[src/rtl/shift_sequencer_pkg.sv]
// Shared definitions for the shift sequencer: datapath widths, FSM encodings
// and the per-cycle step limit of the shifter.
package shift_sequencer_pkg;

  localparam int WIDTH    = 4;
  localparam int AMT_W    = 4;
  localparam int MAX_STEP = 3;

  typedef enum logic [1:0] {
    S_IDLE  = 2'd0,
    S_SHIFT = 2'd1,
    S_DONE  = 2'd2
  } state_t;

  // Largest step the shifter can take this cycle without overshooting rem.
  function automatic logic [1:0] step_for(input logic [AMT_W-1:0] rem);
    return (rem > AMT_W'(MAX_STEP)) ? 2'(MAX_STEP) : rem[1:0];
  endfunction

endpackage

[src/rtl/shift_sequencer_if.sv]
// Command and result handshake bundle between a consumer (master) and the
// shift sequencer (slave).
interface shift_sequencer_if;
  import shift_sequencer_pkg::*;

  logic             cmd_valid;
  logic             cmd_ready;
  logic [WIDTH-1:0] cmd_data;
  logic             cmd_sr;
  logic [AMT_W-1:0] cmd_amt;
  logic             res_valid;
  logic             res_ready;
  logic [WIDTH-1:0] res_data;
  logic             busy;

  modport master (
    output cmd_valid, cmd_data, cmd_sr, cmd_amt, res_ready,
    input  cmd_ready, res_valid, res_data, busy
  );

  modport slave (
    input  cmd_valid, cmd_data, cmd_sr, cmd_amt, res_ready,
    output cmd_ready, res_valid, res_data, busy
  );

endinterface

[src/rtl/shift_sequencer_shifter.sv]
// Combinational 4-bit zero-fill shifter, 0..3 positions per pass; shamt=0
// passes the input through unchanged.
module shifter
  import shift_sequencer_pkg::*;
(
  input  logic [WIDTH-1:0] data_in,
  input  logic             sr,
  input  logic [1:0]       shamt,
  output logic [WIDTH-1:0] data_out
);

  assign data_out = sr ? (data_in >> shamt) : (data_in << shamt);

endmodule

[src/rtl/shift_sequencer.sv]
// Command-driven iterative shifter: accepts a word and a total distance, walks
// it through the shifter at most MAX_STEP positions per cycle, returns the result.
module shift_sequencer
  import shift_sequencer_pkg::*;
(
  input  logic clk,
  input  logic rst,
  shift_sequencer_if.slave bus
);

  state_t           state_reg;
  logic [WIDTH-1:0] acc_reg;
  logic [AMT_W-1:0] rem_reg;
  logic             dir_reg;
  logic             cmd_ready_reg;
  logic             res_valid_reg;
  logic             busy_reg;
  logic [WIDTH-1:0] res_data_reg;

  logic [1:0]       step;
  logic [AMT_W-1:0] rem_next;
  logic [WIDTH-1:0] shift_out;

  // rem is nonzero throughout SHIFT, so step is never zero when acc loads from it.
  assign step     = step_for(rem_reg);
  assign rem_next = rem_reg - AMT_W'(step);

  shifter u_shifter (
    .data_in  (acc_reg),
    .sr       (dir_reg),
    .shamt    (step),
    .data_out (shift_out)
  );

  always_ff @(posedge clk or posedge rst) begin
    if (rst) begin
      state_reg     <= S_IDLE;
      acc_reg       <= '0;
      rem_reg       <= '0;
      dir_reg       <= 1'b0;
      cmd_ready_reg <= 1'b0;
      res_valid_reg <= 1'b0;
      busy_reg      <= 1'b0;
      res_data_reg  <= '0;
    end else begin
      case (state_reg)
        S_IDLE: begin
          if (bus.cmd_valid && cmd_ready_reg) begin
            acc_reg       <= bus.cmd_data;
            dir_reg       <= bus.cmd_sr;
            rem_reg       <= bus.cmd_amt;
            cmd_ready_reg <= 1'b0;
            busy_reg      <= 1'b1;
            state_reg     <= (bus.cmd_amt == '0) ? S_DONE : S_SHIFT;
          end else begin
            cmd_ready_reg <= 1'b1;
          end
        end
        S_SHIFT: begin
          acc_reg <= shift_out;
          rem_reg <= rem_next;
          if (rem_next == '0) begin
            state_reg     <= S_DONE;
            res_valid_reg <= 1'b1;
            res_data_reg  <= shift_out;
          end
        end
        S_DONE: begin
          // A zero-distance command arrives here straight from IDLE and
          // presents its word one cycle later, keeping latency at least 1.
          if (!res_valid_reg) begin
            res_valid_reg <= 1'b1;
            res_data_reg  <= acc_reg;
          end else if (bus.res_ready) begin
            res_valid_reg <= 1'b0;
            busy_reg      <= 1'b0;
            cmd_ready_reg <= 1'b1;
            state_reg     <= S_IDLE;
          end
        end
        default: begin
          state_reg <= S_IDLE;
        end
      endcase
    end
  end

  assign bus.cmd_ready = cmd_ready_reg;
  assign bus.res_valid = res_valid_reg;
  assign bus.res_data  = res_data_reg;
  assign bus.busy      = busy_reg;

endmodule

[src/flat_wrapper.sv]
// flat-port wrapper written by rule: the top's interface ports become plain ports
module shift_sequencer_flat import shift_sequencer_pkg::*;
  (clk, rst, bus_cmd_valid, bus_cmd_data, bus_cmd_sr, bus_cmd_amt, bus_res_ready, bus_cmd_ready, bus_res_valid, bus_res_data, bus_busy);
  shift_sequencer_if bus_i ();
  input  logic clk;
  input  logic rst;
  input wire logic [$bits(bus_i.cmd_valid)-1:0] bus_cmd_valid;
  input wire logic [$bits(bus_i.cmd_data)-1:0] bus_cmd_data;
  input wire logic [$bits(bus_i.cmd_sr)-1:0] bus_cmd_sr;
  input wire logic [$bits(bus_i.cmd_amt)-1:0] bus_cmd_amt;
  input wire logic [$bits(bus_i.res_ready)-1:0] bus_res_ready;
  output wire logic [$bits(bus_i.cmd_ready)-1:0] bus_cmd_ready;
  output wire logic [$bits(bus_i.res_valid)-1:0] bus_res_valid;
  output wire logic [$bits(bus_i.res_data)-1:0] bus_res_data;
  output wire logic [$bits(bus_i.busy)-1:0] bus_busy;
  assign bus_i.cmd_valid = bus_cmd_valid;
  assign bus_i.cmd_data = bus_cmd_data;
  assign bus_i.cmd_sr = bus_cmd_sr;
  assign bus_i.cmd_amt = bus_cmd_amt;
  assign bus_i.res_ready = bus_res_ready;
  assign bus_cmd_ready = bus_i.cmd_ready;
  assign bus_res_valid = bus_i.res_valid;
  assign bus_res_data = bus_i.res_data;
  assign bus_busy = bus_i.busy;
  shift_sequencer u_core (.clk(clk), .rst(rst), .bus(bus_i));
endmodule
[config.mk]
export PLATFORM = sky130hd
export DESIGN_NAME = shift_sequencer_flat
export DESIGN_NICKNAME = d
export VERILOG_FILES = /design/src/rtl/shift_sequencer_pkg.sv /design/src/rtl/shift_sequencer_if.sv /design/src/rtl/shift_sequencer_shifter.sv /design/src/rtl/shift_sequencer.sv /design/src/flat_wrapper.sv
export SDC_FILE = /design/constraint.sdc
export NUM_CORES = 1
export LEC_CHECK = 0
export ABC_AREA = 1
export CELL_PAD_IN_SITES_DETAIL_PLACEMENT = 1
export CELL_PAD_IN_SITES_GLOBAL_PLACEMENT = 1
export CORE_MARGIN = 2
export CORE_UTILIZATION = 33
export CTS_CLUSTER_DIAMETER = 30
export DETAILED_ROUTE_END_ITERATION = 12
export GPL_TIMING_DRIVEN = 0
export MAX_ROUTING_LAYER = met4
export PLACE_DENSITY_LB_ADDON = 0.25
export SYNTH_ARGS = -nofsm -noshare
export SYNTH_HDL_FRONTEND = slang
export SYNTH_SLANG_ARGS = --single-unit
[constraint.sdc]
create_clock -name clk -period 1.35 [get_ports clk]
set_clock_uncertainty 0.05 [all_clocks]
set_input_delay 0.2025 -clock clk [delete_from_list [all_inputs] [get_ports clk]]
set_output_delay 0.2025 -clock clk [all_outputs]
set_load 0.01 [all_outputs]
* Word-level counts from Yosys, hierarchy flattened *
Index checks and enable logic that the tools add are counted.

storage, ports and cells
  register bits = 18
  input bits = 13
  output and inout port bits = 7

cells by class
  magnitude comparators = 1
  add/sub/neg operators = 1
  reductions and logical operators = 14
  shift operators = 2
  mux-type cells = 27
  equality and inequality tests = 7

operators with widths
  cell                                                            count
  one-hot mux 4 bit (2 select lines)                              3
  two-way mux 4 bit                                               5
  two-way mux 2 bit                                               6
  two-way mux 1 bit                                               9
  logical NOT 4 bit                                               2
  AND reduction 4 bit                                             2
  != test 2 x 1 -> 1 bit (second input constant)                  3
  one-hot mux 1 bit (2 select lines)                              3
  one-hot mux 2 bit (3 select lines)                              1
  AND reduction 2 bit                                             3
  AND reduction 3 bit                                             2
  nonzero test 2 bit                                              3
  greater-than comparator 4 x 2 -> 1 bit (second input constant)  1
  != test 2 bit (second input constant)                           2
  left shift 4 x 2 -> 4 bit                                       1
  right shift 4 x 2 -> 4 bit                                      1
  subtractor 4 x 2 -> 4 bit                                       1
  == test 2 x 1 -> 1 bit (second input constant)                  1
  == test 2 bit (second input constant)                           1
  logical NOT 2 bit                                               1
  logical AND 1 bit                                               1

* Logic depth before layout (Yosys ltp) *
  depth after elaboration = 6
  gate-level depth with buffers = 10
  mapped depth without buffers = 10

* By module *
A second synthesis with hierarchy kept.

second synthesis, totals
  cells, all modules = 167
  area, all modules = 1,171.1 µm²

by module, submodules not included
  module           area an instance (µm²)  cells an instance  instances
  shift_sequencer  1,028.5                 135                1
  shifter          142.6                   32                 1

* Worst setup path before layout *
No wires, ideal clock.

  path kind = reg-to-reg
  start point = register u_core.state_reg[1]
  end point = register u_core.res_data_reg[0] (netlist: u_core.bus.res_data[0])
  data arrival time = 1,242 ps
  path slack = -58 ps
  data required time = 1,184 ps
  path buffers = 1
  period minus slack after synthesis = 1,408 ps
  stages on the path, launching flop included = 11
  setup time = 116 ps
  cell sequence = dfrtp_1 inv_1 ha_1 buf_2 inv_2 nor2_1 nor2_1 nand2_2 nor2_1 nand2_1 nand2_1

on the way
  longest elaborated chain between the ends = 3
  elaborated cells on any way between the ends = 7
  classes of those cells = 4 x eq/ne; 1 x mux; 2 x reduce/logical

ends and longest elaborated chain
  what                                                            RTL line               RTL
  start, declared                                                 shift_sequencer.sv:11  state_t state_reg;
  start signal, assigned                                          shift_sequencer.sv:54  state_reg <= (bus.cmd_amt == '0) ? S_DONE : S_SHIFT;
  == test 2 bit / == test 2 x 1 -> 1 bit (equally long branches)  shift_sequencer.sv:46  case (state_reg)
  != test 2 bit (no line) (tied with other cells)                 -
  AND reduction 3 bit (no line)                                   -
  end signal, assigned                                            shift_sequencer.sv:65  res_data_reg <= shift_out;
  end signal, assigned                                            shift_sequencer.sv:73  res_data_reg <= acc_reg;
  end, declared                                                   shift_sequencer.sv:18  logic [WIDTH-1:0] res_data_reg;

Parallel ways exist; a longest one is shown, timed or not.
A chain may end at the register's enable or synchronous reset.

* Worst setup path in the final report *
  start point = register u_core.rem_reg[3]
  end point = register u_core.rem_reg[2]

on the way
  longest elaborated chain between the ends = 4

ends and longest elaborated chain
  what                                    RTL line                   RTL
  start, declared                         shift_sequencer.sv:13      logic [AMT_W-1:0] rem_reg;
  start signal, assigned                  shift_sequencer.sv:51      rem_reg <= bus.cmd_amt;
  start signal, assigned                  shift_sequencer.sv:61      rem_reg <= rem_next;
  greater-than comparator 4 x 2 -> 1 bit  shift_sequencer_pkg.sv:17  return (rem > AMT_W'(MAX_STEP)) ? 2'(MAX_STEP) : rem[1:0];
  two-way mux 2 bit                       shift_sequencer_pkg.sv:17
  subtractor 4 x 2 -> 4 bit               shift_sequencer.sv:26      assign rem_next = rem_reg - AMT_W'(step);
  one-hot mux 4 bit (2 select lines)      shift_sequencer.sv:46

Every way passes these cells.

==> results.py <==
metrics = {
    "clock_network": {
        "clk_pin_slew_ns": 0.11,
        "htree_levels": 1,
        "cts_num_sinks": 18,
        "clock-root-buffer": "clkbuf_4",
        "cts_made_buffers": 3,
        "clock_latency_ns": 0.30,
        "max-clock-path-buffers": 2,
        "cts_tree": "built",
    },
    "final_layout": {
        "ff_latch_area_um2": 450.4,
        "post-route-cell-area_mm2": 0.001798,
        "layoutNonFillerInstCount": 257,
        "layout-drive-gt1-share_pct": 36.02,
        "diodes": 0,
        "syn2layout_area_growth_pct": 54.85,
        "fill_cells": 432,
        "multi_input_area_um2": 798.3,
        "nets": 229,
    },
    "timing": {
        "rsz0062_at_grt": "yes",
        "setup_ws_ns": -0.1148,
        "fin_crit_ns": 1.465,
        "fmax_ghz": 0.6827,
        "fin_crit_sh_pct": 108.5,
        "worst_slew_pin_slew_ns": 0.7556,
        "relSlewSlack_pct": 49.57,
        "drv_slew": 0,
        "hold_violations": 0,
        "setup_viol": 16,
    },
    "flow_run": {
        "drv_cap": 0,
    },
    "place": {
        "dpl_worst_slack_ns": -0.2565,
        "post-dp-hpwl_um": 2527,
        "gp_congestion": 0.8637,
        "place_area_mm2": 0.001416,
        "io_buffers": 19,
        "place_inst": 233,
    },
    "drt": {
        "viasPerCell": 5.132,
        "totalWireLength_um": 3907,
        "post_drt_wl_per_cell_um": 15.20,
        "drt_iter0_drc": 42,
        "ant_nets": 0,
        "vias": 1319,
        "drt-pass1-iter-count": 4,
        "post-route-drc-count": 0,
    },
    "worst_setup_path": {
        "startpoint": "u_core.rem_reg[3]",
        "max_stage_delay_ns": 0.43,
        "cpMaxStageDelayCell": "dfrtp_1",
        "startpoint_type": "flop",
        "path_cells": "nor2_4 > buf_6 > inv_2 > nand2_2 > ha_4 > nand2_1 > a21oi_1 > a21oi_1",
        "critPathRequiredTime_ns": 1.49,
        "end_kind": "flop",
        "critPathKind": "flop to flop",
        "cpMostUsedCell": "a21oi_1",
        "crit_fanout": 4,
        "worstReg2RegStart": "u_core.rem_reg[3]",
        "cp.arrival_ns": 1.61,
    },
    "floorplanning": {
        "die_h_um": 63.32,
        "initial_core_util_pct": 34.52,
        "pin_count": 20,
        "die-width_um": 63.32,
        "rows": 21,
        "fp.coreArea_mm2": 0.003363,
        "dieArea_mm2": 0.004009,
    },
    "global_routing": {
        "grt_max_degree": 19,
        "grt_pass1_vias": 1416,
        "grt.overflow.total": 0,
        "grt_pass1_wl_um": 6527,
        "grt_use_total_pct": 20.96,
        "antenna_found_initial": 0,
    },
    "power_and_ir_drop": {
        "power_density_mw_per_mm2": 2618,
        "p_seq_share_pct": 22.0,
        "leakage_uw": 0.0008739,
        "vdd_drop_max_mv": 1.615,
        "p_sw_uw": 2324,
        "switching_share_pct": 49.38,
        "p_int_uw": 2383,
        "pwr-share-comb_pct": 70.7,
        "clockPowerShare_pct": 7.3,
    },
    "synth": {
        "syn_area_per_cell_um2": 6.911,
        "ys_warn_count": 0,
        "synthDistinctLibCells": 21,
        "mappedNetlistArea_mm2": 0.001161,
        "syn_inst": 168,
        "ys_seq_area_share_pct": 38.79,
        "syn_nets": 185,
        "ys_seq_elements": 18,
    },
    "run_status": {
        "status": "finished with violations",
        "violations": "negative setup slack",
    },
    "hold_path": {
        "min_path_type": "input port to async pin",
    },
}
[cells by family after synthesis]
| kind of cell | share of synthesized area, % |
|---|---|
| and+or+nand+nor | 41.70 |
| AOI/OAI and AO/OA | 7.544 |
| buffers and inverters | 7.651 |
| adders and majority gates | 4.311 |
| DFF | 38.79 |
[layout make-up]
class / instances / area share [%]
clock buffer: 4 / 2.018
multi-input combinational: 130 / 44.40
buffer: 3 / 1.670
sequential: 18 / 25.05
inverter: 16 / 4.175
timing repair buffer: 39 / 19.28
tap: 46 / 3.201
timing repair inverter: 1 / 0.2088
[per-stage QoR]
step,TNS [ns],hold WS (ns),total power (uW),util (%)
after floorplan,-0.01173,0.09107,2528,-
after global placement,-2.198,0.4139,3116,42.11
after detailed placement,-3.009,0.4240,3194,42.11
after CTS,-1.066,0.2936,4108,49.26
after global routing,-2.751,0.3598,5128,53.46
final,-1.418,0.2790,4707,53.46
[critical path: cells and delay by family, from the launching register on]
| kind | cells | cell delay (ns) |
|---|---|---|
| flip-flops | 1 | 0.43 |
| buffers and inverters | 2 | 0.18 |
| AND/OR/NAND/NOR | 3 | 0.34 |
| adder cells (fa/ha/maj) | 1 | 0.15 |
| AO/OA/AOI/OAI | 2 | 0.20 |
[repair_timing]
item | CTS | global route
resized for setup | 41 | 28
setup buffers | 13 | 7
gates cloned | 1 | 0
pin swaps | 15 | 14
setup endpoints to repair | 24 | 17
hold buffers | 0 | 0
[layout by cell type, fill, tap and decap left out, types with 5 or more instances in the layout]
| cell type | count |
|---|---|
| nand3_1 | 13 |
| dfrtp_1 | 18 |
| nand2_2 | 10 |
| nor2_2 | 6 |
| nand2_1 | 44 |
| inv_2 | 9 |
| nand4_1 | 8 |
| buf_6 | 6 |
| nor2_4 | 6 |
| buf_4 | 17 |
| dlygate4sd2_1 | 7 |
| nor2_1 | 14 |
| inv_1 | 5 |
| clkdlybuf4s50_1 | 12 |
[routing by layer]
layer | GRT usage [%] | routed length [um] | share of wire (%) | vias up
met1 | 23.56 | 1631 | 42 | 658
met3 | 1.786 | 87 | 2.2 | 8
met4 | 6.522 | 58 | 1.5 | 0
met5 | - | 0 | 0 | -
met2 | 39.23 | 2129 | 54 | 19
li1 | - | - | - | 634
[worst paths after layout]
path                                          endpoint  slack [ns]  depth (start not counted)
worst max-delay path                 u_core.rem_reg[2]       -0.11                          8
worst min-delay path            u_core.bus.res_data[3]        0.28                          2
worst max register to register       u_core.rem_reg[2]       -0.11                          8
worst min register to register  u_core.bus.res_data[2]        0.44                          2
max in group asynchronous               u_core.dir_reg        0.50                          2
min in group clk                        u_core.dir_reg        0.44                          3
[power by group through the flow]
stage / Sequential [uW] / Clock [uW] / Combinational, uW
finish: 1030 / 345 / 3330
global route: 1060 / 368 / 3700
CTS: 1020 / 356 / 2730
detailed placement: 1040 / 0 / 2160
global placement: 1020 / 0 / 2090
floorplan: 1010 / 0 / 1510
[synthesized netlist by cell type (all sizes together)]
library cell | number | share of area, %
a21oi | 6 | 2.6
a31oi | 3 | 1.6
buf | 4 | 2.5
dfrtp | 18 | 39
ha | 4 | 4.3
inv | 16 | 5.2
nand2 | 58 | 20
nand3 | 17 | 7.3
nand4 | 8 | 4.3
nor2 | 26 | 9.7
nor4 | 1 | 0.54
o21ai | 5 | 2.2
o21bai | 1 | 0.65
o22ai | 1 | 0.54
(Power assumes the default switching activity.)
==> edit 1, RTL diff (config.mk and constraints unchanged) <==
Re-encode `state_t` (3 states) as one-hot, 3 bits wide.
--- a/src/rtl/shift_sequencer_pkg.sv
+++ b/src/rtl/shift_sequencer_pkg.sv
@@ -6,10 +6,10 @@
   localparam int AMT_W    = 4;
   localparam int MAX_STEP = 3;
 
-  typedef enum logic [1:0] {
-    S_IDLE  = 2'd0,
-    S_SHIFT = 2'd1,
-    S_DONE  = 2'd2
+  typedef enum logic [2:0] {
+    S_IDLE  = 3'b001,
+    S_SHIFT = 3'b010,
+    S_DONE  = 3'b100
   } state_t;
 
   // Largest step the shifter can take this cycle without overshooting rem.
Check against the original RTL: no difference found for any inputs over 10 cycles, from zero or initial values and one cycle with rst high; not proved beyond that.
==> edit 1 against the original RTL <==
The flow still finishes with violations (negative setup slack); count of clock-buffer cells in the layout did not move; maximum frequency fell by 10%; critical endpoint is now u_core.bus.res_data[3]; total power rose by 11%; sequential cell count increased by 1; cell count grew 3.1%; critical path depth rose by 1; highest routed layer unchanged; cell area up 13%; largest power group unchanged; area after synthesis rose by 7.4%; setup slack got worse by 0.16 ns; sequential power up 13%; wire length grew 12%; sequential share of layout area shrank 1.4 points.
==> edit 1: results <==
worst_setup_path:
  worstPathMaxFanout: 5
  arrival_ns: 1.78
yosys:
  seq_area_frac_synth: 0.382
  synth_common_cells: "nand2_1 (55), nand3_1 (27), dfrtp_1 (18)"
  yosys-top-cells-area: "dfrtp_1 (36%), nand2_1 (17%), nand3_1 (11%)"
  ys_types: 25
  synth_fp_nets: 188
  synth.avg_cell_area_um2: 7.17
clock_network:
  post_cts_buffers: 12
  cts_root_buffer: "clkbuf_8"
  clk_pin_slew_ns: 0.07
  clock_path_buffers: 2
  clock_latency_ns: 0.26
  cts_resized: 48
timing:
  max_slew_margin: 0.456
  fin_tns_setup_ns: -3.51
  setup_viol: 19
  layout_setup_ws_ns: -0.279
finish:
  nets: 232
  final_area_um2: 2030
  drive_gt1_frac: 0.470
  antennaDiodeCount: 0
  n_fill_cell: 430
pwr:
  p_clk_w: 0.000408
  irDropWorstVdd_uv: 1330
  power.leakage_nw: 0.952
  power_frac_comb: 0.699
  p_int_w: 0.00258
  p_per_area_nw_per_um2: 2570
placement:
  placed_area_um2: 1530
  dp.final_hpwl_um: 2800
  dp_cells: 241
  pre_cts_slack_ns: -0.374
  place_congestion: 0.895
grt:
  grt_max_degree: 20
  antenna_found_initial: 0
  track_usage: 0.212
  grt_pass1_wl_um: 6660
drt:
  wl_per_cell_um: 16.6
  avgViaCountPerCell: 5.20
  drt-initial-drc-count: 81
  dr_total_vias: 1377
outcome:
  status: "finished, violations left"
  violations: "negative setup slack"
## edit 1: cell families (layout without fill, tap and decap cells)
logic type | after synthesis | after routing | synth area share
AO/OA/AOI/OAI | 22 | 22 | 0.106
buffers and inverters | 22 | 65 | 0.0692
flip-flops | 19 | 19 | 0.382
adder cells (fa/ha/maj) | 1 | 1 | 0.0100
AND/OR/NAND/NOR | 110 | 110 | 0.432
## edit 1: layer usage
| metal | vias to the layer above | global-route usage | wire length (um) |
|---|---|---|---|
| li1 | 662 | - | - |
| met1 | 685 | 0.238 | 1830 |
| met2 | 20 | 0.398 | 2390 |
| met3 | 10 | 0.0205 | 76 |
| met4 | 0 | 0.0599 | 101 |
| met5 | - | - | 0 |
## edit 1: worst max-delay path: stages (launching register included)
cell and delay, ns:
dfrtp_2 0.46, buf_6 0.14, nor2_4 0.18, buf_6 0.17, nand3_4 0.09, nor2_1 0.17
nor2_2 0.06, nand3_1 0.10, nand3_2 0.08, nand2_1 0.06
## edit 1: worst paths after layout
path,startpoint,to,slack (ns),depth (start not counted)
worst max-delay path,u_core.rem_reg[3],u_core.bus.res_data[3],-0.28,9
worst min-delay path,rst,u_core.bus.busy,0.35,2
worst max register to register,u_core.rem_reg[3],u_core.bus.res_data[3],-0.28,9
worst min register to register,u_core.bus.res_data[0],u_core.bus.res_data[0],0.47,2
max in group asynchronous,rst,u_core.rem_reg[2],0.34,2
min in group clk,u_core.bus.res_data[0],u_core.bus.res_data[0],0.47,2
## edit 1: layout make-up
type	count	share of cell area
Tap cell	48	0.0296
Sequential cell	19	0.236
Buffer	1	0.00555
Multi-Input combinational cell	133	0.480
Inverter	21	0.0524
Timing Repair Buffer	39	0.174
Clock buffer	4	0.0222
==> edit 2, RTL diff (same flow settings) <==
Without the edit above. The package constant `AMT_W` goes from 4 to 5.
--- a/src/rtl/shift_sequencer_pkg.sv
+++ b/src/rtl/shift_sequencer_pkg.sv
@@ -3,7 +3,7 @@
 package shift_sequencer_pkg;
 
   localparam int WIDTH    = 4;
-  localparam int AMT_W    = 4;
+  localparam int AMT_W    = 5;
   localparam int MAX_STEP = 3;
 
   typedef enum logic [1:0] {
Interface: changed (resized bus_cmd_amt); port bits go from 20 to 21. No check against the original RTL was run, so the function may have changed too.
==> edit 2 against the original RTL <==
The flow still finishes with violations (negative setup slack); total power increased by 16%; area after synthesis increased by 14%; count of clock-buffer cells in the layout unchanged; sequential cell count increased by 1; cell count increased by 9.3%; wire length increased by 19%; setup slack got worse by 0.33 ns; cell area increased by 9.4%; sequential share of layout area decreased by 0.69 points; largest power group unchanged.
==> edit 2: results <==
drt:
  routed_wl_um: 4640
  drt-initial-drc-count: 106
  dr_wl_met3_um: 108
  dr_total_vias: 1435
  avgViaCountPerCell: 5.11
  m1WireLength_um: 1920
  maxUsedRoutingLayer: "met4"
  first_pass_iters: 4
  dr_wl_met2_um: 2500
timing:
  setup_viol: 16
  max_slew_margin: 0.470
  holdWs_ns: 0.325
  layout_setup_ws_ns: -0.445
pwr:
  p_clk_w: 0.000435
  power.leakage_nw: 0.946
  p_switching_w: 0.00273
  p_seq_frac: 0.210
  irDropWorstVdd_uv: 1220
clock_network:
  clock_latency_ns: 0.27
  clk_pin_slew_ns: 0.08
  cts_buffers: 3
  htree_levels: 1
  clock_path_buffers: 2
  cts_root_buffer: "clkbuf_8"
yosys:
  seq_area_frac_synth: 0.359
  synth_common_cells: "nand2_1 (68), dfrtp_1 (19), nor2_1 (18)"
  syn_inst: 191
  ys_types: 29
  async_flop_share: 1.00
  synth_fp_nets: 209
  yosys_warnings: 0
  yosys-top-cells-area: "dfrtp_1 (36%), nand2_1 (19%), nor2_1 (5.1%)"
placement:
  dp_cells: 261
  dp.final_hpwl_um: 3010
  port_buffers: 20
  place_congestion: 0.845
  pre_cts_slack_ns: -0.629
finish:
  antennaDiodeCount: 0
  drive_gt1_frac: 0.312
  largest_reg_flops: 5
  nets: 250
grt:
  grt_pass1_wl_um: 7220
  track_usage: 0.222
  grt_max_degree: 20
  first_global_vias: 1526
outcome:
  violations: "negative setup slack"
  status: "finished, violations left"
worst_setup_path:
  arrival_ns: 1.91
  r2r_cells: 10
min_path:
  hold_path.class: "in2async"
-- edit 2: cell count changes after synthesis, moves of 2 or more --
cell | before | now
nand4_1 | 8 | 6
nor2_1 | 24 | 18
nand3_1 | 17 | 8
clkbuf_1 | 0 | 3
inv_1 | 11 | 17
a21oi_1 | 6 | 9
nand3_2 | 0 | 2
nand2_2 | 2 | 4
inv_2 | 5 | 2
o21ai_2 | 0 | 2
o21ai_1 | 2 | 7
nand2_1 | 55 | 68
-- edit 2: timing repair --
action | CTS | global route
gates resized for setup | 34 | 26
endpoints found under the setup margin | 25 | 18
pin swaps | 14 | 13
setup buffers | 12 | 3
gates cloned | 1 | 0
-- edit 2: kinds of logic after synthesis --
| group | Yosys count | synth area share |
|---|---|---|
| and+or+nand+nor | 114 | 0.392 |
| AOI/OAI and AO/OA | 29 | 0.125 |
| buffers and inverters | 24 | 0.0794 |
| DFF | 19 | 0.359 |
| adders and majority gates | 4 | 0.0378 |
| xor gates and xnor gates | 1 | 0.00662 |
-- edit 2: routing by layer --
layer,GRT usage,vias to the layer above
met1,0.244,696
met2,0.405,26
met3,0.0300,11
li1,-,702
met5,-,-
met4,0.0867,0
-- edit 2: path summary, 6_finish.rpt --
check,from,end
max,u_core.rem_reg[3],u_core.bus.res_data[0]
min,rst,u_core.rem_reg[3]
max reg2reg,u_core.rem_reg[3],u_core.bus.res_data[0]
min reg2reg,u_core.bus.res_data[2],u_core.bus.res_data[2]
max in group asynchronous,rst,u_core.rem_reg[1]
min in group clk,u_core.bus.res_data[2],u_core.bus.res_data[2]
-- edit 2: worst max-delay path: stages, from the launching register on --
cell and delay (ns):
dfrtp_1 0.44, nor2_4 0.16, nand2_4 0.09, nand2_4 0.09, ha_4 0.17, xor2_4 0.18
nand3_2 0.11, nand2_4 0.12, nand3b_2 0.13, nand2_1 0.08, nand2_1 0.05
-- edit 2: stage by stage --
step	instance area [um2]	utilization	TNS [ns]	power, W
floorplan	1360	-	-2.93	0.00305
global placement	1620	0.411	-5.64	0.00372
detailed placement	1620	0.411	-6.83	0.00385
CTS	1840	0.467	-3.86	0.00486
global route	1970	0.499	-6.62	0.00587
finish	1970	0.499	-4.93	0.00544
-- edit 2: cell type report --
| cell class | count | area [um2] |
|---|---|---|
| Buffer | 4 | 31.3 |
| Tap cell | 50 | 62.6 |
| Sequential cell | 19 | 479 |
| Multi-Input combinational cell | 148 | 935 |
| Fill cell | 485 | 1980 |
| Clock buffer | 4 | 45.0 |
| Inverter | 20 | 95.1 |
| Timing Repair Buffer | 36 | 319 |
